File: config.mk
export PLATFORM = sky130hd
export DESIGN_NAME = mul_arb_ctrl_flat
export DESIGN_NICKNAME = d
export VERILOG_FILES = /design/src/rtl/mul_arb_pkg.sv /design/src/rtl/mul_arb_if.sv /design/src/rtl/mul_shift_add_dp.sv /design/src/rtl/mul_arb_ctrl.sv /design/src/flat_wrapper.sv
export SDC_FILE = /design/constraint.sdc
export NUM_CORES = 1
export LEC_CHECK = 0
export CAP_MARGIN = 20
export CELL_PAD_IN_SITES_DETAIL_PLACEMENT = 0
export CELL_PAD_IN_SITES_GLOBAL_PLACEMENT = 2
export CORE_ASPECT_RATIO = 0.5
export CORE_MARGIN = 3
export CORE_UTILIZATION = 32
export CTS_CLUSTER_SIZE = 28
export DETAILED_ROUTE_END_ITERATION = 16
export GPL_TIMING_DRIVEN = 0
export PLACE_DENSITY_LB_ADDON = 0.1
export SYNTH_ARGS = -nofsm -noshare
export SYNTH_HDL_FRONTEND = slang
export SYNTH_SLANG_ARGS = --single-unit
File: constraint.sdc
create_clock -name clk -period 3.67 [get_ports clk]
set_clock_uncertainty 0.1 [all_clocks]
set_input_delay 0.5505 -clock clk [delete_from_list [all_inputs] [get_ports clk]]
set_output_delay 0.5505 -clock clk [all_outputs]
set_load 0.1 [all_outputs]
File: src/rtl/mul_arb_pkg.sv
// rtl/mul_arb_pkg.sv - shared states, default width and counter sizing for mul_arb_ctrl
package mul_arb_pkg;

  typedef enum logic [1:0] {
    IDLE = 2'd0,
    CALC = 2'd1,
    DONE = 2'd2
  } state_t;

  localparam int W_DEF = 4;

  // Keeps the counter at least one bit wide for a degenerate W=1 build.
  function automatic int cnt_width(input int w);
    return (w > 1) ? $clog2(w) : 1;
  endfunction

  localparam int CNT_W = cnt_width(W_DEF);

endpackage

File: src/rtl/mul_arb_if.sv
// rtl/mul_arb_if.sv - request/response bundle between requesters, consumer and mul_arb_ctrl
interface mul_arb_if #(parameter int W = 4);
  logic [1:0]     req_valid;
  logic [1:0]     req_ready;
  logic [W-1:0]   req_a0;
  logic [W-1:0]   req_b0;
  logic [W-1:0]   req_a1;
  logic [W-1:0]   req_b1;
  logic           rsp_valid;
  logic           rsp_ready;
  logic           rsp_id;
  logic [2*W-1:0] rsp_data;
  logic           busy;

  modport master (
    output req_valid, req_a0, req_b0, req_a1, req_b1, rsp_ready,
    input  req_ready, rsp_valid, rsp_id, rsp_data, busy
  );

  modport slave (
    input  req_valid, req_a0, req_b0, req_a1, req_b1, rsp_ready,
    output req_ready, rsp_valid, rsp_id, rsp_data, busy
  );
endinterface

File: src/rtl/mul_shift_add_dp.sv
// rtl/mul_shift_add_dp.sv - operand registers and one-partial-product-per-step shift-and-add accumulator
module mul_shift_add_dp
  import mul_arb_pkg::*;
#(
  parameter int W = W_DEF
) (
  input  logic           clk,
  input  logic           rst,
  input  logic           load,
  input  logic           step,
  input  logic [W-1:0]   a,
  input  logic [W-1:0]   b,
  output logic [2*W-1:0] acc,
  output logic           last
);
  localparam int CW = cnt_width(W);

  logic [W-1:0]   a_q;
  logic [W-1:0]   b_q;
  logic [CW-1:0]  cnt;
  logic [2*W-1:0] partial;

  assign partial = b_q[cnt] ? ({{W{1'b0}}, a_q} << cnt) : '0;
  assign last    = (cnt == CW'(W - 1));

  always_ff @(posedge clk or posedge rst) begin
    if (rst) begin
      a_q <= '0;
      b_q <= '0;
      acc <= '0;
      cnt <= '0;
    end else if (load) begin
      a_q <= a;
      b_q <= b;
      acc <= '0;
      cnt <= '0;
    end else if (step) begin
      acc <= acc + partial;
      cnt <= cnt + 1'b1;
    end
  end
endmodule

File: src/rtl/mul_arb_ctrl.sv
// rtl/mul_arb_ctrl.sv - two-requester arbiter and IDLE/CALC/DONE sequencer around a shared shift-add multiplier
// MUL_ARB_RR_EN selects round-robin tie breaking; otherwise requester 0 has fixed priority.
module mul_arb_ctrl
  import mul_arb_pkg::*;
#(
  parameter int W = W_DEF
) (
  input  logic    clk,
  input  logic    rst,
  mul_arb_if.slave bus
);
  state_t         state;
  state_t         state_nxt;
  logic           grant;
  logic           load;
  logic           step;
  logic           last;
  logic           id;
  logic           rsp_valid_c;
  logic           busy_c;
  logic [1:0]     req_ready_c;
  logic [W-1:0]   a_sel;
  logic [W-1:0]   b_sel;
  logic [2*W-1:0] acc;

`ifdef MUL_ARB_RR_EN
  logic last_grant;

  always_comb grant = (&bus.req_valid) ? ~last_grant : ~bus.req_valid[0];

  always_ff @(posedge clk or posedge rst) begin
    if (rst)       last_grant <= 1'b1;
    else if (load) last_grant <= grant;
  end
`else
  always_comb grant = ~bus.req_valid[0];
`endif

  assign a_sel = grant ? bus.req_a1 : bus.req_a0;
  assign b_sel = grant ? bus.req_b1 : bus.req_b0;

  mul_shift_add_dp #(.W(W)) u_dp (
    .clk  (clk),
    .rst  (rst),
    .load (load),
    .step (step),
    .a    (a_sel),
    .b    (b_sel),
    .acc  (acc),
    .last (last)
  );

  always_ff @(posedge clk or posedge rst) begin
    if (rst) begin
      state <= IDLE;
      id    <= 1'b0;
    end else begin
      state <= state_nxt;
      if (load) id <= grant;
    end
  end

  // In IDLE the granted requester is always a valid one, so any valid implies a handshake.
  always_comb begin
    state_nxt   = state;
    load        = 1'b0;
    step        = 1'b0;
    req_ready_c = 2'b00;
    rsp_valid_c = 1'b0;
    busy_c      = 1'b1;
    case (state)
      IDLE: begin
        busy_c = 1'b0;
        if (|bus.req_valid) begin
          req_ready_c = grant ? 2'b10 : 2'b01;
          load        = 1'b1;
          state_nxt   = CALC;
        end
      end
      CALC: begin
        step = 1'b1;
        if (last) state_nxt = DONE;
      end
      DONE: begin
        rsp_valid_c = 1'b1;
        if (bus.rsp_ready) state_nxt = IDLE;
      end
      default: state_nxt = IDLE;
    endcase
  end

  assign bus.req_ready = req_ready_c;
  assign bus.rsp_valid = rsp_valid_c;
  assign bus.busy      = busy_c;
  assign bus.rsp_data  = (state == DONE) ? acc : '0;
  assign bus.rsp_id    = (state == DONE) & id;
endmodule
File: src/flat_wrapper.sv
// flat-port wrapper written by rule: the top's interface ports become plain ports
module mul_arb_ctrl_flat import mul_arb_pkg::*;
#(
  parameter int W = W_DEF
)
  (clk, rst, bus_req_valid, bus_req_a0, bus_req_b0, bus_req_a1, bus_req_b1, bus_rsp_ready, bus_req_ready, bus_rsp_valid, bus_rsp_id, bus_rsp_data, bus_busy);
  mul_arb_if #(.W(W)) bus_i ();
  input  logic clk;
  input  logic rst;
  input wire logic [$bits(bus_i.req_valid)-1:0] bus_req_valid;
  input wire logic [$bits(bus_i.req_a0)-1:0] bus_req_a0;
  input wire logic [$bits(bus_i.req_b0)-1:0] bus_req_b0;
  input wire logic [$bits(bus_i.req_a1)-1:0] bus_req_a1;
  input wire logic [$bits(bus_i.req_b1)-1:0] bus_req_b1;
  input wire logic [$bits(bus_i.rsp_ready)-1:0] bus_rsp_ready;
  output wire logic [$bits(bus_i.req_ready)-1:0] bus_req_ready;
  output wire logic [$bits(bus_i.rsp_valid)-1:0] bus_rsp_valid;
  output wire logic [$bits(bus_i.rsp_id)-1:0] bus_rsp_id;
  output wire logic [$bits(bus_i.rsp_data)-1:0] bus_rsp_data;
  output wire logic [$bits(bus_i.busy)-1:0] bus_busy;
  assign bus_i.req_valid = bus_req_valid;
  assign bus_i.req_a0 = bus_req_a0;
  assign bus_i.req_b0 = bus_req_b0;
  assign bus_i.req_a1 = bus_req_a1;
  assign bus_i.req_b1 = bus_req_b1;
  assign bus_i.rsp_ready = bus_rsp_ready;
  assign bus_req_ready = bus_i.req_ready;
  assign bus_rsp_valid = bus_i.rsp_valid;
  assign bus_rsp_id = bus_i.rsp_id;
  assign bus_rsp_data = bus_i.rsp_data;
  assign bus_busy = bus_i.busy;
  mul_arb_ctrl #(.W(W)) u_core (.clk(clk), .rst(rst), .bus(bus_i));
endmodule
; ---- Word-level counts from Yosys, hierarchy flattened
; Cells that the tools add are included.
[op_classes]
muxes = 22
magnitude_cmp = 1
n_addsub = 2
eq_ne = 6
bitwise = 2
reduce_logical = 4
n_shift = 1
[op_table]
columns = cell, count
row1 = $mux 8, 4
row2 = $mux 2, 8
row3 = $add 8x8->8, 1
row4 = $mux 4, 2
row5 = $shl 4x2->8, 1
row6 = $mux 1, 6
row7 = $pmux 2 s3, 1
row8 = $eq 2x2->1 const B, 2
row9 = $ne 2x1->1 const B, 2
row10 = $lt 2x3->1 const B, 1
row11 = $reduce_and 3->1, 1
row12 = $add 2x1->2 const B, 1
row13 = $bmux 1 s2, 1
row14 = $eq 2x1->1 const B, 1
row15 = $logic_not 2->1, 1
row16 = $ne 2x2->1 const B, 1
row17 = $reduce_bool 2->1, 1
row18 = $reduce_or 2->1, 1
row19 = $and 1x1->1, 1
row20 = $not 1->1, 1
[word_totals]
ff_bits = 21
output_inout_bits = 13
elab_cells = 44

; ---- Depth between registers and ports, before layout
[logic_depth]
ltp_word = 6
mapped_depth = 10

; ---- Modules after synthesis
; Synthesis repeated with hierarchy kept, for this count alone.
[hier_totals]
cells_unflattened = 150
hier_area_um2 = 1488.9
[by_module_without_submodules]
columns = module, seq_area_each_um2, area_per_inst_um2, n_inst, cells_each
row1 = mul_shift_add_dp, 450.4, 1179.9, 1, 113
row2 = mul_arb_ctrl, 75.1, 309.0, 1, 37

; ---- Least setup slack after synthesis
; No wires, ideal clock.
[synth_path]
path_type = in2out
from = input bus_req_valid[0]
to = output bus_req_ready[1]
n_path_buf = 1
setup_slack_ns = 1.001
path_stages = 2
t_arrival_ns = 2.019
cell_sequence = buf_2 > nor2_1
[synth_between]
elab_chain_len = 3
[synth_lines]
columns = element, line_no
row1 = start: declaration, flat_wrapper.sv:10  ; input wire logic [$bits(bus_i.req_valid)-1:0] bus_req_valid;
row2 = $mux 2 / $reduce_or 2->1 (equally long branches), "mul_arb_ctrl.sv:75, mul_arb_ctrl.sv:74"
row3 = $mux 2 (*), mul_arb_ctrl.sv:74  ; if (|bus.req_valid) begin
row4 = $mux 2 (*), mul_arb_ctrl.sv:71  ; case (state)
row5 = end: declaration, flat_wrapper.sv:16  ; output wire logic [$bits(bus_i.req_ready)-1:0] bus_req_ready;
; Every way passes the cells marked *; elsewhere a longest branch is shown, timed or not.

; ---- Worst setup path in the final report
[layout_path]
from = input bus_req_valid[0]
to = output bus_req_ready[0]
; Same word-level chain as after synthesis.

==> flow_summary.yaml <==
sta:
  drv_slew: 0
  setup_violations: 0
  period_minus_slack_ns: 3.34
  hold_viol_final: 0
  worst_slack_ns: 0.330
  relSlewSlack: 0.353
  max_freq_ghz: 0.299
  rsz0062_at_grt: "no"
  setup_tns_ns: 0
  worstMarginPinSlew_ns: 0.967
  fin_crit_sh: 0.910
logic_synthesis:
  syn_inst: 164
  yosysTopAreaCell: "dfrtp_1"
  yosys.area.top_type_share: 0.358
  ys_seq_elements: 21
  syn_area_mm2: 0.00147
  syn_nets: 194
  synth.distinct_cells: 42
  avgSynthCellArea_um2: 8.94
  ys_warn_count: 0
  synth_area_leaders: "dfrtp_1 36%, ha_1 6.8%, mux2i_1 6.8%, o21ai_0 6.5%, nand2_1 5.6%"
  async_reset_ff_frac: 1.00
  synth_ff_type: "dfrtp_1"
  ys_seq_area_frac: 0.358
  synth_edf_count: 0
clock_tree:
  cts_hold_buf: 0
  cts_tree: "done"
  clock_path_buffers: 2
  htreeDepth: 1
  cts-buffers-inserted: 3
  clockRootBuffer: "clkbuf_8"
  post_cts_buffers: 0
  post_cts_resized: 0
  cts_sinks: 21
  clk_pin_slew_ns: 0.08
  insertion_delay_ns: 0.27
setup_path:
  r2r_slack_ns: 1.09
  cp-end-kind: "primary output"
  r2r_start: "u_core.u_dp.cnt[0]"
  r2r_cells: 8
  path_class: "in -> out"
  cp.required_ns: 3.02
  cp-start-kind: "input pin"
  crit_arrival_ns: 2.69
  r2r-end: "u_core.u_dp.acc[6]"
  critPathMaxFanout: 10
place:
  place_ws_ns: 0.321
  dp_hpwl_um: 2690
  place.gp.congestion: 0.788
  port_buffers: 33
  dpl.cell_count: 251
global_route:
  first_global_vias: 1102
  antenna_found_initial: 0
  grt_max_degree: 22
  grtUsageTotal: 0.142
  grt_pass1_wl_um: 5840
  grt_overflow: 0
final_layout:
  fin_cells: 255
  drive_above_1_share: 0.0796
  area_growth_pct: 30.2
  num-nets-final: 232
  final_cell_mix: "33 x clkdlybuf4s50_1, 22 x nand2_1, 21 x dfrtp_1, 19 x o21ai_0, 13 x and2_1"
  layout_commonest_cell: "clkdlybuf4s50_1"
  fillers: 422
  multi_input_area_um2: 881
  regArea_um2: 526
  diodes: 0
route:
  postRouteAntennaNets: 0
  route.vias.total: 1278
  drtIter0Drc: 32
  avgRoutedWirePerCell_um: 14.0
  dr.pass1.iters: 4
  vias_per_cell: 5.01
  wl_um: 3570
  drc: 0
floorplanning:
  core.rowCount: 16
  dieHeight_um: 53.9
  die_w_um: 102
  start_util: 0.354
  io_pins: 34
  die_area_mm2: 0.00548
  coreArea_mm2: 0.00414
hold_path:
  hp-class: "reg -> reg"
  holdPathEnd: "u_core.id"
  min_from: "u_core.id"
  min_path_cells: 2
power:
  vdd_drop_max_v: 0.000182
  powerDensity_mw_per_mm2: 797
  leakage_uw: 0.000833
status:
  status: "finished, final reports clean"
run:
  cap_viol_max_count: 0
[power breakdown]
part           total, µW  internal (µW)  switching, µW
sequential           445            339            106
clock                161           77.6           83.1
combinational        916            345            571
total               1520            762            760
[layout make-up]
cell class,count,area share
Buffer,8,0.0216
Clock buffer,4,0.0236
Inverter,5,0.00983
Multi-Input combinational cell,130,0.461
Sequential cell,21,0.275
Tap cell,54,0.0354
Timing Repair Buffer,33,0.173
[metal layers]
metal,GRT usage,share of wire
met1,0.214,0.57
met2,0.198,0.37
met3,0.0388,0.053
met4,0.0331,0.0042
met5,0,0
[metrics by stage]
stage               cell area, µm²  utilization  hold slack (ns)  total power, µW
global placement              1860        0.450            0.369             1350
detailed placement            1860        0.450            0.379             1370
floorplan                     1470            -            0.354             1130
finish                        1910        0.461            0.394             1520
global route                  1910        0.461            0.467             1650
CTS                           1910        0.461            0.397             1530
[worst max-delay path: stages]
cell and delay (ns):
clkdlybuf4s50_1 0.51, buf_2 0.30, and2_1 0.19, clkdlybuf4s50_1 1.13
[worst max path at each step]
stage / startpoint / to / depth (start not counted)
2_1_floorplan: bus_req_valid[0] / bus_req_ready[1] / 2
3_3_place_gp: bus_req_valid[0] / bus_req_ready[0] / 4
3_5_place_dp: bus_req_valid[0] / bus_req_ready[0] / 4
4_1_cts: bus_req_valid[0] / bus_req_ready[0] / 4
5_1_grt: bus_req_valid[0] / bus_req_ready[0] / 4
6_report: bus_req_valid[0] / bus_req_ready[0] / 4
[cell usage after synthesis, types with 2 or more instances]
library cell / count
nor2_1: 5
o21ai_0: 19
ha_1: 8
mux2i_1: 10
dfrtp_1: 21
a211oi_1: 2
nand3b_1: 2
nor3_1: 3
xnor2_1: 2
buf_2: 6
and2_1: 13
nor3b_1: 3
nand2b_1: 2
nand2_1: 22
inv_1: 5
a21oi_1: 4
nand3_1: 12
[kinds of logic (layout without fill, tap and decap cells)]
kind of cell / count (synthesis) / count (layout) / share of synthesized area
buffers and inverters: 13 / 50 / 0.0410
flip-flops: 21 / 21 / 0.358
XOR/XNOR: 2 / 2 / 0.0119
AO/OA/AOI/OAI: 37 / 37 / 0.160
adder cells (fa/ha/maj): 9 / 9 / 0.0819
AND/OR/NAND/NOR: 70 / 70 / 0.256
multiplexers: 12 / 12 / 0.0913
[registers in the layout, summed over array words and instances, names as in the netlist]
name             count
u_core.id            1
u_core.state         2
u_core.u_dp.a_q      4
u_core.u_dp.acc      8
u_core.u_dp.b_q      4
u_core.u_dp.cnt      2
Note: power is estimated with default switching activity, not from simulation.
